$ cat src/rtl/lcd_pkg.sv
// Shared LCD controller constants: FSM encodings, RS values,
// default bus timing and the busy-flag bit position.
package lcd_pkg;

  localparam logic [2:0] ST_IDLE    = 3'd0;
  localparam logic [2:0] ST_SETUP   = 3'd1;
  localparam logic [2:0] ST_EHIGH   = 3'd2;
  localparam logic [2:0] ST_HOLD    = 3'd3;
  localparam logic [2:0] ST_RECOVER = 3'd4;

  localparam logic RS_INSTR = 1'b0;
  localparam logic RS_DATA  = 1'b1;

  localparam int T_AS_DEF  = 3;
  localparam int T_PW_DEF  = 12;
  localparam int T_AH_DEF  = 2;
  localparam int T_REC_DEF = 10;

  localparam int BF_BIT = 7;

  function automatic int max4(int a, int b, int c, int d);
    int m;
    m = a;
    if (b > m) m = b;
    if (c > m) m = c;
    if (d > m) m = d;
    return m;
  endfunction

endpackage

$ cat src/rtl/read_lcd_block_timer.sv
// lcd_phase_timer: loadable down-counter, done when it reaches zero.
// A load of N-1 makes the phase last N cycles.
module lcd_phase_timer #(
  parameter int W = 4
) (
  input  logic         clk,
  input  logic         reset_n,
  input  logic         load_i,
  input  logic [W-1:0] load_val_i,
  output logic         done_o
);

  logic [W-1:0] count_q;

  always_ff @(posedge clk) begin
    if (!reset_n)
      count_q <= '0;
    else if (load_i)
      count_q <= load_val_i;
    else if (count_q != '0)
      count_q <= count_q - 1'b1;
  end

  assign done_o = (count_q == '0);

endmodule

$ cat src/rtl/read_lcd_block.sv
// HD44780 read cycle engine: RW=1, timed E pulse, sample at E end.
// Optional `BUSY_POLL_EN repeats RS=0 reads until the busy flag clears.
import lcd_pkg::*;

module read_lcd_block #(
  parameter int T_AS  = T_AS_DEF,
  parameter int T_PW  = T_PW_DEF,
  parameter int T_AH  = T_AH_DEF,
  parameter int T_REC = T_REC_DEF
) (
  input  logic       clk,
  input  logic       reset_n,
  input  logic       rd_req,
  input  logic       rd_rs,
  input  logic [7:0] data_lcd_rd,
  output logic       RW_rd_lcd,
  output logic       RS_rd_lcd,
  output logic       E_rd_lcd,
  output logic [7:0] rd_data,
  output logic       rd_valid,
  output logic       lcd_busy_flag,
  output logic       busy_o
);

  localparam int CW = $clog2(max4(T_AS, T_PW, T_AH, T_REC)) + 1;

  logic [2:0]    state_q, state_d;
  logic          rw_q, rw_d, rs_q, rs_d, e_q, e_d;
  logic [7:0]    data_q, data_d;
  logic          valid_q, valid_d, bf_q, bf_d;
  logic          busy_q, busy_d;
  logic          ld;
  logic [CW-1:0] ld_val;
  logic          done;
`ifdef BUSY_POLL_EN
  logic          poll_q, poll_d;
`endif

  lcd_phase_timer #(.W(CW)) u_timer (
    .clk        (clk),
    .reset_n    (reset_n),
    .load_i     (ld),
    .load_val_i (ld_val),
    .done_o     (done)
  );

  always_comb begin
    state_d = state_q;
    rw_d    = rw_q;
    rs_d    = rs_q;
    e_d     = e_q;
    data_d  = data_q;
    valid_d = 1'b0;
    bf_d    = bf_q;
    busy_d  = busy_q;
    ld      = 1'b0;
    ld_val  = '0;
`ifdef BUSY_POLL_EN
    poll_d  = poll_q;
`endif
    unique case (state_q)
      ST_IDLE: begin
        if (rd_req) begin
          state_d = ST_SETUP;
          rw_d    = 1'b1;
          rs_d    = rd_rs;
          busy_d  = 1'b1;
          ld      = 1'b1;
          ld_val  = CW'(T_AS - 1);
        end
      end
      ST_SETUP: begin
        if (done) begin
          state_d = ST_EHIGH;
          e_d     = 1'b1;
          ld      = 1'b1;
          ld_val  = CW'(T_PW - 1);
        end
      end
      ST_EHIGH: begin
        if (done) begin
          state_d = ST_HOLD;
          e_d     = 1'b0;
          data_d  = data_lcd_rd;
          ld      = 1'b1;
          ld_val  = CW'(T_AH - 1);
          if (rs_q == RS_INSTR)
            bf_d = data_lcd_rd[BF_BIT];
`ifdef BUSY_POLL_EN
          poll_d  = (rs_q == RS_INSTR) && data_lcd_rd[BF_BIT];
          valid_d = !poll_d;
`else
          valid_d = 1'b1;
`endif
        end
      end
      ST_HOLD: begin
        if (done) begin
          state_d = ST_RECOVER;
          rw_d    = 1'b0;
          rs_d    = 1'b0;
          ld      = 1'b1;
          ld_val  = CW'(T_REC - 1);
        end
      end
      ST_RECOVER: begin
        if (done) begin
          state_d = ST_IDLE;
          busy_d  = 1'b0;
`ifdef BUSY_POLL_EN
          // Busy flag still set: re-issue the RS=0 read directly
          if (poll_q) begin
            state_d = ST_SETUP;
            busy_d  = 1'b1;
            rw_d    = 1'b1;
            rs_d    = RS_INSTR;
            ld      = 1'b1;
            ld_val  = CW'(T_AS - 1);
          end
`endif
        end
      end
      default: begin
        state_d = ST_IDLE;
        rw_d    = 1'b0;
        rs_d    = 1'b0;
        e_d     = 1'b0;
        busy_d  = 1'b0;
      end
    endcase
  end

  always_ff @(posedge clk) begin
    if (!reset_n) begin
      state_q <= ST_IDLE;
      rw_q    <= 1'b0;
      rs_q    <= 1'b0;
      e_q     <= 1'b0;
      data_q  <= 8'h00;
      valid_q <= 1'b0;
      bf_q    <= 1'b0;
      busy_q  <= 1'b0;
`ifdef BUSY_POLL_EN
      poll_q  <= 1'b0;
`endif
    end else begin
      state_q <= state_d;
      rw_q    <= rw_d;
      rs_q    <= rs_d;
      e_q     <= e_d;
      data_q  <= data_d;
      valid_q <= valid_d;
      bf_q    <= bf_d;
      busy_q  <= busy_d;
`ifdef BUSY_POLL_EN
      poll_q  <= poll_d;
`endif
    end
  end

  assign RW_rd_lcd     = rw_q;
  assign RS_rd_lcd     = rs_q;
  assign E_rd_lcd      = e_q;
  assign rd_data       = data_q;
  assign rd_valid      = valid_q;
  assign lcd_busy_flag = bf_q;
  assign busy_o        = busy_q;

endmodule
$ cat config.mk
export PLATFORM = sky130hd
export DESIGN_NAME = read_lcd_block
export DESIGN_NICKNAME = d
export VERILOG_FILES = /design/src/rtl/lcd_pkg.sv /design/src/rtl/read_lcd_block_timer.sv /design/src/rtl/read_lcd_block.sv
export SDC_FILE = /design/constraint.sdc
export NUM_CORES = 1
export LEC_CHECK = 0
export BUFFER_PORTS_ARGS = -buffer_cell sky130_fd_sc_hd__buf_2
export CELL_PAD_IN_SITES_DETAIL_PLACEMENT = 2
export CELL_PAD_IN_SITES_GLOBAL_PLACEMENT = 2
export CORE_ASPECT_RATIO = 0.9
export CORE_MARGIN = 10
export CORE_UTILIZATION = 33
export CTS_CLUSTER_SIZE = 24
export DETAILED_ROUTE_END_ITERATION = 8
export PLACE_DENSITY = 0.82
export SLEW_MARGIN = 20
export SYNTH_ARGS = -nofsm -noshare
export SYNTH_HDL_FRONTEND = slang
export SYNTH_SLANG_ARGS = --single-unit
$ cat constraint.sdc
create_clock -name clk -period 2.8 [get_ports clk]
set_input_delay 0.14 -clock clk [delete_from_list [all_inputs] [get_ports clk]]
set_output_delay 0.14 -clock clk [all_outputs]
set_load 0.01 [all_outputs]
=== After elaboration in Yosys (flattened, before gate mapping) ===
Cells that the tools add are included.

* Add/sub/neg operators: 1
* $mul: 0
* Div/mod/pow operators: 0
* $lt $le $gt $ge: 0
* Eq/ne operators: 9
* Shifts and indexed selects: 0
* Muxes and demuxes: 24
* Bitwise operators: 4
* Reduce and logical (&&, ||, !) cells: 14

{| class="wikitable"
|+ Operator list
! cell !! number
|-
| $pmux W4 S4 || 1
|-
| $mux W3 || 5
|-
| $pmux W3 S5 || 1
|-
| $pmux W1 S3 || 4
|-
| $reduce_and A3 Y1 || 4
|-
| $mux W5 || 2
|-
| $ne A2 B2 Y1 const B || 5
|-
| $reduce_or A3 Y1 || 3
|-
| $mux W4 || 2
|-
| $mux W1 || 7
|-
| $eq A3 B2 Y1 const B || 2
|-
| $logic_not A5 Y1 || 1
|-
| $reduce_and A5 Y1 || 1
|-
| $reduce_bool A5 Y1 || 1
|-
| $sub A5 B1 Y5 const B || 1
|-
| $not A1 Y1 || 4
|-
| $reduce_and A2 Y1 || 2
|-
| $eq A3 B1 Y1 const B || 1
|-
| $eq A3 B3 Y1 const B || 1
|-
| $logic_not A3 Y1 || 1
|-
| $mux W2 || 1
|-
| $pmux W1 S2 || 1
|-
| $reduce_bool A2 Y1 || 1
|}

* Bits in registers: 22
* Bits in latches: 0
* Bits in writable memories: 0
* Bits in read-only memories: 0
* Bits of input ports: 12
* Logic and storage cells: 61
* Memories: 0

=== Longest topological paths before layout ===
Gate-level depths: netlist (run 1).

* Depth after elaboration: 4
* Depth in mapped cells: 6

=== By module ===
Synthesis (run 1) repeated with hierarchy kept, for this count alone.

* Cell total of the unflattened synthesis: 127
* Area, all modules: 1,091.0 µm²

{| class="wikitable"
|+ Modules (own cells, without submodules)
! module !! instances !! cells an instance !! area each (µm²) !! seq. area each (µm²)
|-
| read_lcd_block || 1 || 93 || 790.8 || 340.3
|-
| lcd_phase_timer || 1 || 34 || 300.3 || 100.1
|}

=== Worst setup path after synthesis (run 1) ===
OpenSTA, ideal clock, no wires.

* Kind: reg2reg
* From: reg u_timer.count_q[0]
* To: reg bf_q, in the netlist lcd_busy_flag
* Arrival: 1.387 ns
* Required time: 2.668 ns
* Setup slack: 1.281 ns
* Stages on the path, launching flop included: 7
* Path through: dfxtp_1 inv_1 ha_1 or3b_1 clkbuf_1 o31ai_2 a21oi_1

* Word-level cells in the longest chain between the ends: 2

{| class="wikitable"
|+ Ends and longest elaborated chain
! item !! RTL line !! text
|-
| start: declaration || read_lcd_block_timer.sv:13 || <nowiki>logic [W-1:0] count_q;</nowiki>
|-
| start signal: assignment || read_lcd_block_timer.sv:19 || <nowiki>count_q <= load_val_i;</nowiki>
|-
| start signal: assignment || read_lcd_block_timer.sv:21 || <nowiki>count_q <= count_q - 1'b1;</nowiki>
|-
| $logic_not A5 Y1 || read_lcd_block_timer.sv:24 || <nowiki>assign done_o = (count_q == '0);</nowiki>
|-
| $reduce_and A3 Y1 (no line) || -- ||
|-
| end signal: assignment || read_lcd_block.sv:141 || <nowiki>bf_q <= 1'b0;</nowiki>
|-
| end signal: assignment || read_lcd_block.sv:153 || <nowiki>bf_q <= bf_d;</nowiki>
|-
| end: declaration || read_lcd_block.sv:30 || <nowiki>logic valid_q, valid_d, bf_q, bf_d;</nowiki>
|}

No other way between the ends.
A chain may end at the register's enable or synchronous reset.

=== Worst setup path in the final report (run 1) ===
* From: reg state_q[0]
* To: reg data_q[7], in the netlist rd_data[7]

* Word-level cells in the longest chain between the ends: 2

{| class="wikitable"
|+ Ends and longest elaborated chain
! item !! RTL line !! text
|-
| start: declaration || read_lcd_block.sv:27 || <nowiki>logic [2:0] state_q, state_d;</nowiki>
|-
| start signal: assignment || read_lcd_block.sv:147 || <nowiki>state_q <= state_d;</nowiki>
|-
| $eq A3 B2 Y1 || read_lcd_block.sv:61 || <nowiki>unique case (state_q)</nowiki>
|-
| $reduce_and A2 Y1 (no line) || -- ||
|-
| end signal: assignment || read_lcd_block.sv:151 || <nowiki>data_q <= data_d;</nowiki>
|-
| end: declaration || read_lcd_block.sv:29 || <nowiki>logic [7:0] data_q, data_d;</nowiki>
|}

No other way between the ends.

==> reports/qor.txt, run 1 <==
Final Util: 0.3958
antenna viol nets, final: 0
Overall Global Routing Usage: 0.1105
sequential fraction of the synthesis area: 0.4151
unrepaired setup endpoints after global routing: no
maximum VDD drop: 0.3243 mV
largest net degree at the start of global routing: 18
crit path DAT: 2.03 ns
Leakage: 0.0004758 uW
drt total wl: 3234 um
H-tree depth: 1
Synth area leaders: dfxtp_1 (42%), a21oi_1 (7.1%), nand3_1 (6.1%)
Hold Violations, Final: 0
via count: 976
vias in the first global route: 1037
CTS resizes: 0
DRC: 0
CP max FO: 15
max cap viols: 0
status: completed
remaining global-route overflow: 0
hold_buf cts: 0
Syn-to-layout area delta: 14.39%
Post-synth EDFFs: 0
Setup Fix Bufs, Post-CTS: 0
Sink Count: 22
synthesized netlist cell count: 115
Post-Syn Area: 0.001061 sq mm
final setup vio count: 0
Pre-antenna DRT Iters: 4
Met2 Routed Length: 1603 um
root buffer cell: clkbuf_4
Critical Path Max Stage Delay: 0.88 ns
routability congestion estimate: 0.7375
die span in x: 79.77 um
routed length on met3: 189 um
num rows: 19
Max-slew headroom: 0.3834
Initial Util: 0.3460
Layout Nets: 150
Final min period: 1.797 ns
Synth Warn #: 0
Syn Nets: 128
layout cells sized above 1: 0.2815
DR vias/cell: 5.514
final clock skew: 0.004017 ns
setup_tns: 0 ns
CTS Buf Count: 3
met1 WL: 1422 um
CP Cell Sequence: nor4b_2 > nand3_1 > a21oi_1
die area: 0.005886 sq mm
CP required: 3.03 ns
post-synth top area share: 0.4151
later-pin clock latency in the skew report: 0.31 ns
initial antenna violation count: 0
Worst setup SP type: flip-flop
top post-synthesis cells by count: dfxtp_1 (22), a21oi_1 (15), nand3_1 (13)
1st-iter DRT viols: 25
Crit-path slowest cell: nor4b_2
Avg WL per Cell: 18.27 um
measured slew at the worst slew-check pin: 0.9225 ns
I/O Buffers: 25
first-pass GRT wire length: 5209 um
Crit Path Class: reg2reg
Final Max Slew Viols: 0
Die H: 73.79 um
Final Non-Filler Cells: 177
#FFs+latches synth: 22
post-DP HPWL: 2416 um
Synth cell types: 40
CTS tree: done
count leader, synth: dfxtp_1
I/O pin cnt: 26
top achievable clock speed: 556.4 MHz
ANT cells: 0
CTS clk-pin slew, worst paths: 0.12 ns
HP Class: in2reg
DP Cell Count: 174
P per Cell Area: 959.2 mW/mm^2
crit path capture type: flip-flop
Synth area leader: dfxtp_1
ys async rst share: 0
placeable core area: 0.003067 sq mm
top sig layer: met4
fin crit share: 0.6419
Main synth FF type: dfxtp_1
Max clock buf depth: 2
Avg Cell Area, Syn: 9.226 sq um
-- per-layer routing --
metal | vias up | track usage
li1 | 470 | -
met1 | 483 | 0.1288
met2 | 21 | 0.1831
met3 | 2 | 0.03902
met4 | 0 | 0.03906
met5 | - | 0
-- final timing paths --
kind | from | endpoint | slack [ns] | cells after the start
worst max register to register | state_q[0] | rd_data[7] | 1.00 | 3
worst min-delay path | data_lcd_rd[6] | rd_data[6] | 0.07 | 3
worst min register to register | rd_data[0] | rd_data[0] | 0.49 | 2
worst max-delay path | state_q[0] | rd_data[7] | 1.00 | 3
-- critical path: cells and delay by family, from the launching register on --
kind             cells  cell delay, ns
AND/OR/NAND/NOR      2            1.08
flip-flops           1            0.48
AO/OA/AOI/OAI        1            0.16
-- report_power, final --
part	switching (uW)	total, uW	internal (uW)
Clock	95.3	146	50.2
Combinational	325	556	231
Sequential	85.4	463	377
Total	506	1160	658
-- flip-flops by register name, summed over array words and instances (netlist names) --
signal and flops:
busy_o 1, rd_valid 1, state_q 3, E_rd_lcd 1, rd_data 8, lcd_busy_flag 1
RW_rd_lcd 1, RS_rd_lcd 1, u_timer.count_q 5
-- cells in the final DEF, fill, tap and decap left out, drive strengths merged, types with 2 or more instances in the layout --
cell type and instances:
nand3 13, nor3 3, buf 26, dfxtp 22, nand2 3, nor2b 3, o21a 2, nor4b 3
or4b 3, inv 4, nor2 3, o31ai 2, o21ai 8, a221oi 2, a21oi 15, clkbuf 3
-- kinds of logic (layout without fill, tap and decap cells) --
| logic type | after synthesis | in the layout | synth area share |
|---|---|---|---|
| fa+ha+maj | 1 | 1 | 0.01179 |
| mux | 1 | 1 | 0.01061 |
| simple gates | 35 | 35 | 0.2264 |
| buf+inv | 14 | 34 | 0.06957 |
| flops | 22 | 22 | 0.4151 |
| xor+xnor | 1 | 1 | 0.008256 |
| compound gates | 41 | 41 | 0.2583 |
-- metrics by stage --
stage          hold slack (ns)  total power [uW]  setup slack, ns  cell area, sq um
2_1_floorplan           0.2877             863.5            1.281              1061
5_1_grt                0.06454              1260           0.8319              1214
6_report               0.06631              1164            1.003              1214
3_5_place_dp            0.4018              1027            1.060              1191
3_3_place_gp            0.3985             990.1            1.164              1191
4_1_cts                0.06438              1174            1.027              1214
-- cell type report --
class | instances | area [sq um]
multi-input cells | 79 | 546.8
well taps | 42 | 52.55
fillers | 352 | 1853
clock buffers | 3 | 22.52
inverters | 5 | 18.77
flip-flops and latches | 22 | 440.4
repair buffers | 26 | 132.6
(Power assumes the default switching activity.)
==> inputs of run 2 (changes only) <==
--- a/config.mk
+++ b/config.mk
@@ -10,10 +10,10 @@
 export CELL_PAD_IN_SITES_GLOBAL_PLACEMENT = 2
 export CORE_ASPECT_RATIO = 0.9
 export CORE_MARGIN = 10
-export CORE_UTILIZATION = 33
+export CORE_UTILIZATION = 27
 export CTS_CLUSTER_SIZE = 24
 export DETAILED_ROUTE_END_ITERATION = 8
-export PLACE_DENSITY = 0.82
+export PLACE_DENSITY = 0.72
 export SLEW_MARGIN = 20
 export SYNTH_ARGS = -nofsm -noshare
 export SYNTH_HDL_FRONTEND = slang
==> constraint.sdc (replaced) <==
create_clock -name clk -period 1.6 [get_ports clk]
set_input_delay 0.08 -clock clk [delete_from_list [all_inputs] [get_ports clk]]
set_output_delay 0.08 -clock clk [all_outputs]
set_load 0.01 [all_outputs]
==> reports/qor.txt, run 2 (synthesized netlist as in run 1, its figures left out) <==
final clock skew: 0.004945 ns (+0.0009271 ns)
CTS clk-pin slew, worst paths: 0.09 ns (-0.03 ns)
status: completed
Buf/Inv on CP: 1 (+1)
die span in x: 86.08 um (+7.9%)
placed cell area: 0.001271 sq mm (+6.7%)
critical path's top delay family: simple AND/OR/NAND/NOR gates
fin crit share: 0.9674 (+0.3254)
DP Cell Count: 188 (+8.0%)
setup_tns: 0 ns (unchanged)
Final min period: 1.548 ns (-0.2496 ns)
H-tree depth: 1 (unchanged)
die area: 0.006841 sq mm (+16%)
Multi-input gate area: 588.1 sq um (+7.6%)
I/O pin cnt: 26 (unchanged)
crit path capture type: flip-flop
Layout Nets: 161 (+7.3%)
Setup WS post-layout: 0.05223 ns (-0.9504 ns)
initial antenna violation count: 0 (unchanged)
Die H: 79.47 um (+7.7%)
most frequent cells in the layout: buf_2 (25), dfxtp_1 (22), a21oi_1 (15)
root buffer cell: clkbuf_8
ANT cells: 0 (unchanged)
CTS Buf Count: 3 (unchanged)
CP required: 1.78 ns (-1.25 ns)
unrepaired setup endpoints after global routing: no
FILL cells: 423 (+20%)
commonest non-fill, non-tap cell in the layout: buf_2
CP Cell Sequence: inv_1 > ha_4 > or4b_4 > a2111oi_2
post-DP HPWL: 2717 um (+12%)
HP Class: in2reg
dpl ws: -0.06727 ns (-1.127 ns)
vias in the first global route: 1129 (+8.9%)
first-pass GRT wire length: 6106 um (+17%)
Sink Count: 22 (unchanged)
Setup Fix Bufs, Post-CTS: 0 (unchanged)
Avg WL per Cell: 19.77 um (+8.2%)
Worst setup SP type: flip-flop
layout cells sized above 1: 0.3741 (+0.09267)
Max clock buf depth: 2 (unchanged)
Leakage: 0.0005579 uW (+17%)
later-pin clock latency in the skew report: 0.28 ns (-0.03 ns)
Max-slew headroom: 0.7435 (+0.3601)
crit path DAT: 1.73 ns (-0.30 ns)
measured slew at the worst slew-check pin: 0.3843 ns (-0.5382 ns)
routability congestion estimate: 0.7531 (+2.1%)
I/O Buffers: 25 (unchanged)
antenna viol nets, final: 0 (unchanged)
via count: 1050 (+7.6%)
maximum VDD drop: 0.4795 mV (+48%)
largest net degree at the start of global routing: 13 (-5)
Syn-to-layout area delta: 28.89%
Crit Path Class: reg2reg
register area: 440.4 sq um (unchanged)
final setup vio count: 0 (unchanged)
top achievable clock speed: 646.1 MHz (+16%)
CTS tree: done
DR vias/cell: 5.440 (-1.3%)
num rows: 21 (+2)
remaining global-route overflow: 0 (unchanged)
Final Util: 0.3640 (-0.03179)
Crit-path slowest cell: or4b_4
drt total wl: 3815 um (+18%)
max reg flops: 8 (unchanged)
1st-iter DRT viols: 39 (+56%)
P per Cell Area: 1828 mW/mm^2 (+91%)
DRC: 0 (unchanged)
Final Max Slew Viols: 0 (unchanged)
placeable core area: 0.003757 sq mm (+23%)
Pre-antenna DRT Iters: 4 (unchanged)
max cap viols: 0 (unchanged)
Overall Global Routing Usage: 0.1124 (+0.001898)
Critical Path Max Stage Delay: 0.50 ns (-0.38 ns)
CP max FO: 7 (-8)
Hold Violations, Final: 0 (unchanged)
final instance area: 0.001368 sq mm (+13%)
Initial Util: 0.2824 (-0.06360)
Final Non-Filler Cells: 193 (+9.0%)
## run 2: where the power goes
part | switching, uW | internal, uW | total, uW
registers | 117 | 660 | 777
logic | 700 | 591 | 1290
clock network | 212 | 221 | 433
## run 2: final cells by class
class	instances	area share
multi-input combinational	80	0.4300
inverter	5	0.01372
sequential	22	0.3220
clock buffer	4	0.04026
tap	46	0.04209
timing repair buffer	36	0.1519
## run 2: worst register-to-register path, stage by stage, from the launching register on
cell	delay (ns)
dfxtp_1	0.33
inv_1	0.09
ha_4	0.16
or4b_4	0.50
a2111oi_2	0.36
## run 2: layer usage
| layer | vias up | share of wire | track usage | routed length [um] |
|---|---|---|---|---|
| met5 | - | 0 | 0 | 0 |
| met4 | 0 | 0.020 | 0.06414 | 78 |
| met3 | 5 | 0.025 | 0.02143 | 96 |
| met2 | 13 | 0.51 | 0.1857 | 1941 |
| met1 | 534 | 0.45 | 0.1326 | 1698 |
| li1 | 498 | - | - | - |
## run 2: metrics by stage
step	total power (uW)	hold WS, ns
global placement	1860	0.3308
global route	2692	0.06183
CTS	2406	0.04405
finish	2500	0.04666
detailed placement	1924	0.3393
floorplan	1511	0.2277
## run 2: final timing paths
| path | to | cells after the start | from | slack, ns |
|---|---|---|---|---|
| min | RS_rd_lcd | 2 | rd_rs | 0.05 |
| min reg2reg | rd_data[0] | 2 | rd_data[0] | 0.48 |
| max | u_timer.count_q[0] | 4 | u_timer.count_q[1] | 0.05 |
| max reg2reg | u_timer.count_q[0] | 4 | u_timer.count_q[1] | 0.05 |
## run 2: repair_timing
action | CTS | global route
resized for setup | 3 | 5
cloned | 0 | 1
hold buffers | 0 | 0
pin swaps | 0 | 0
setup endpoints to repair | 8 | 9
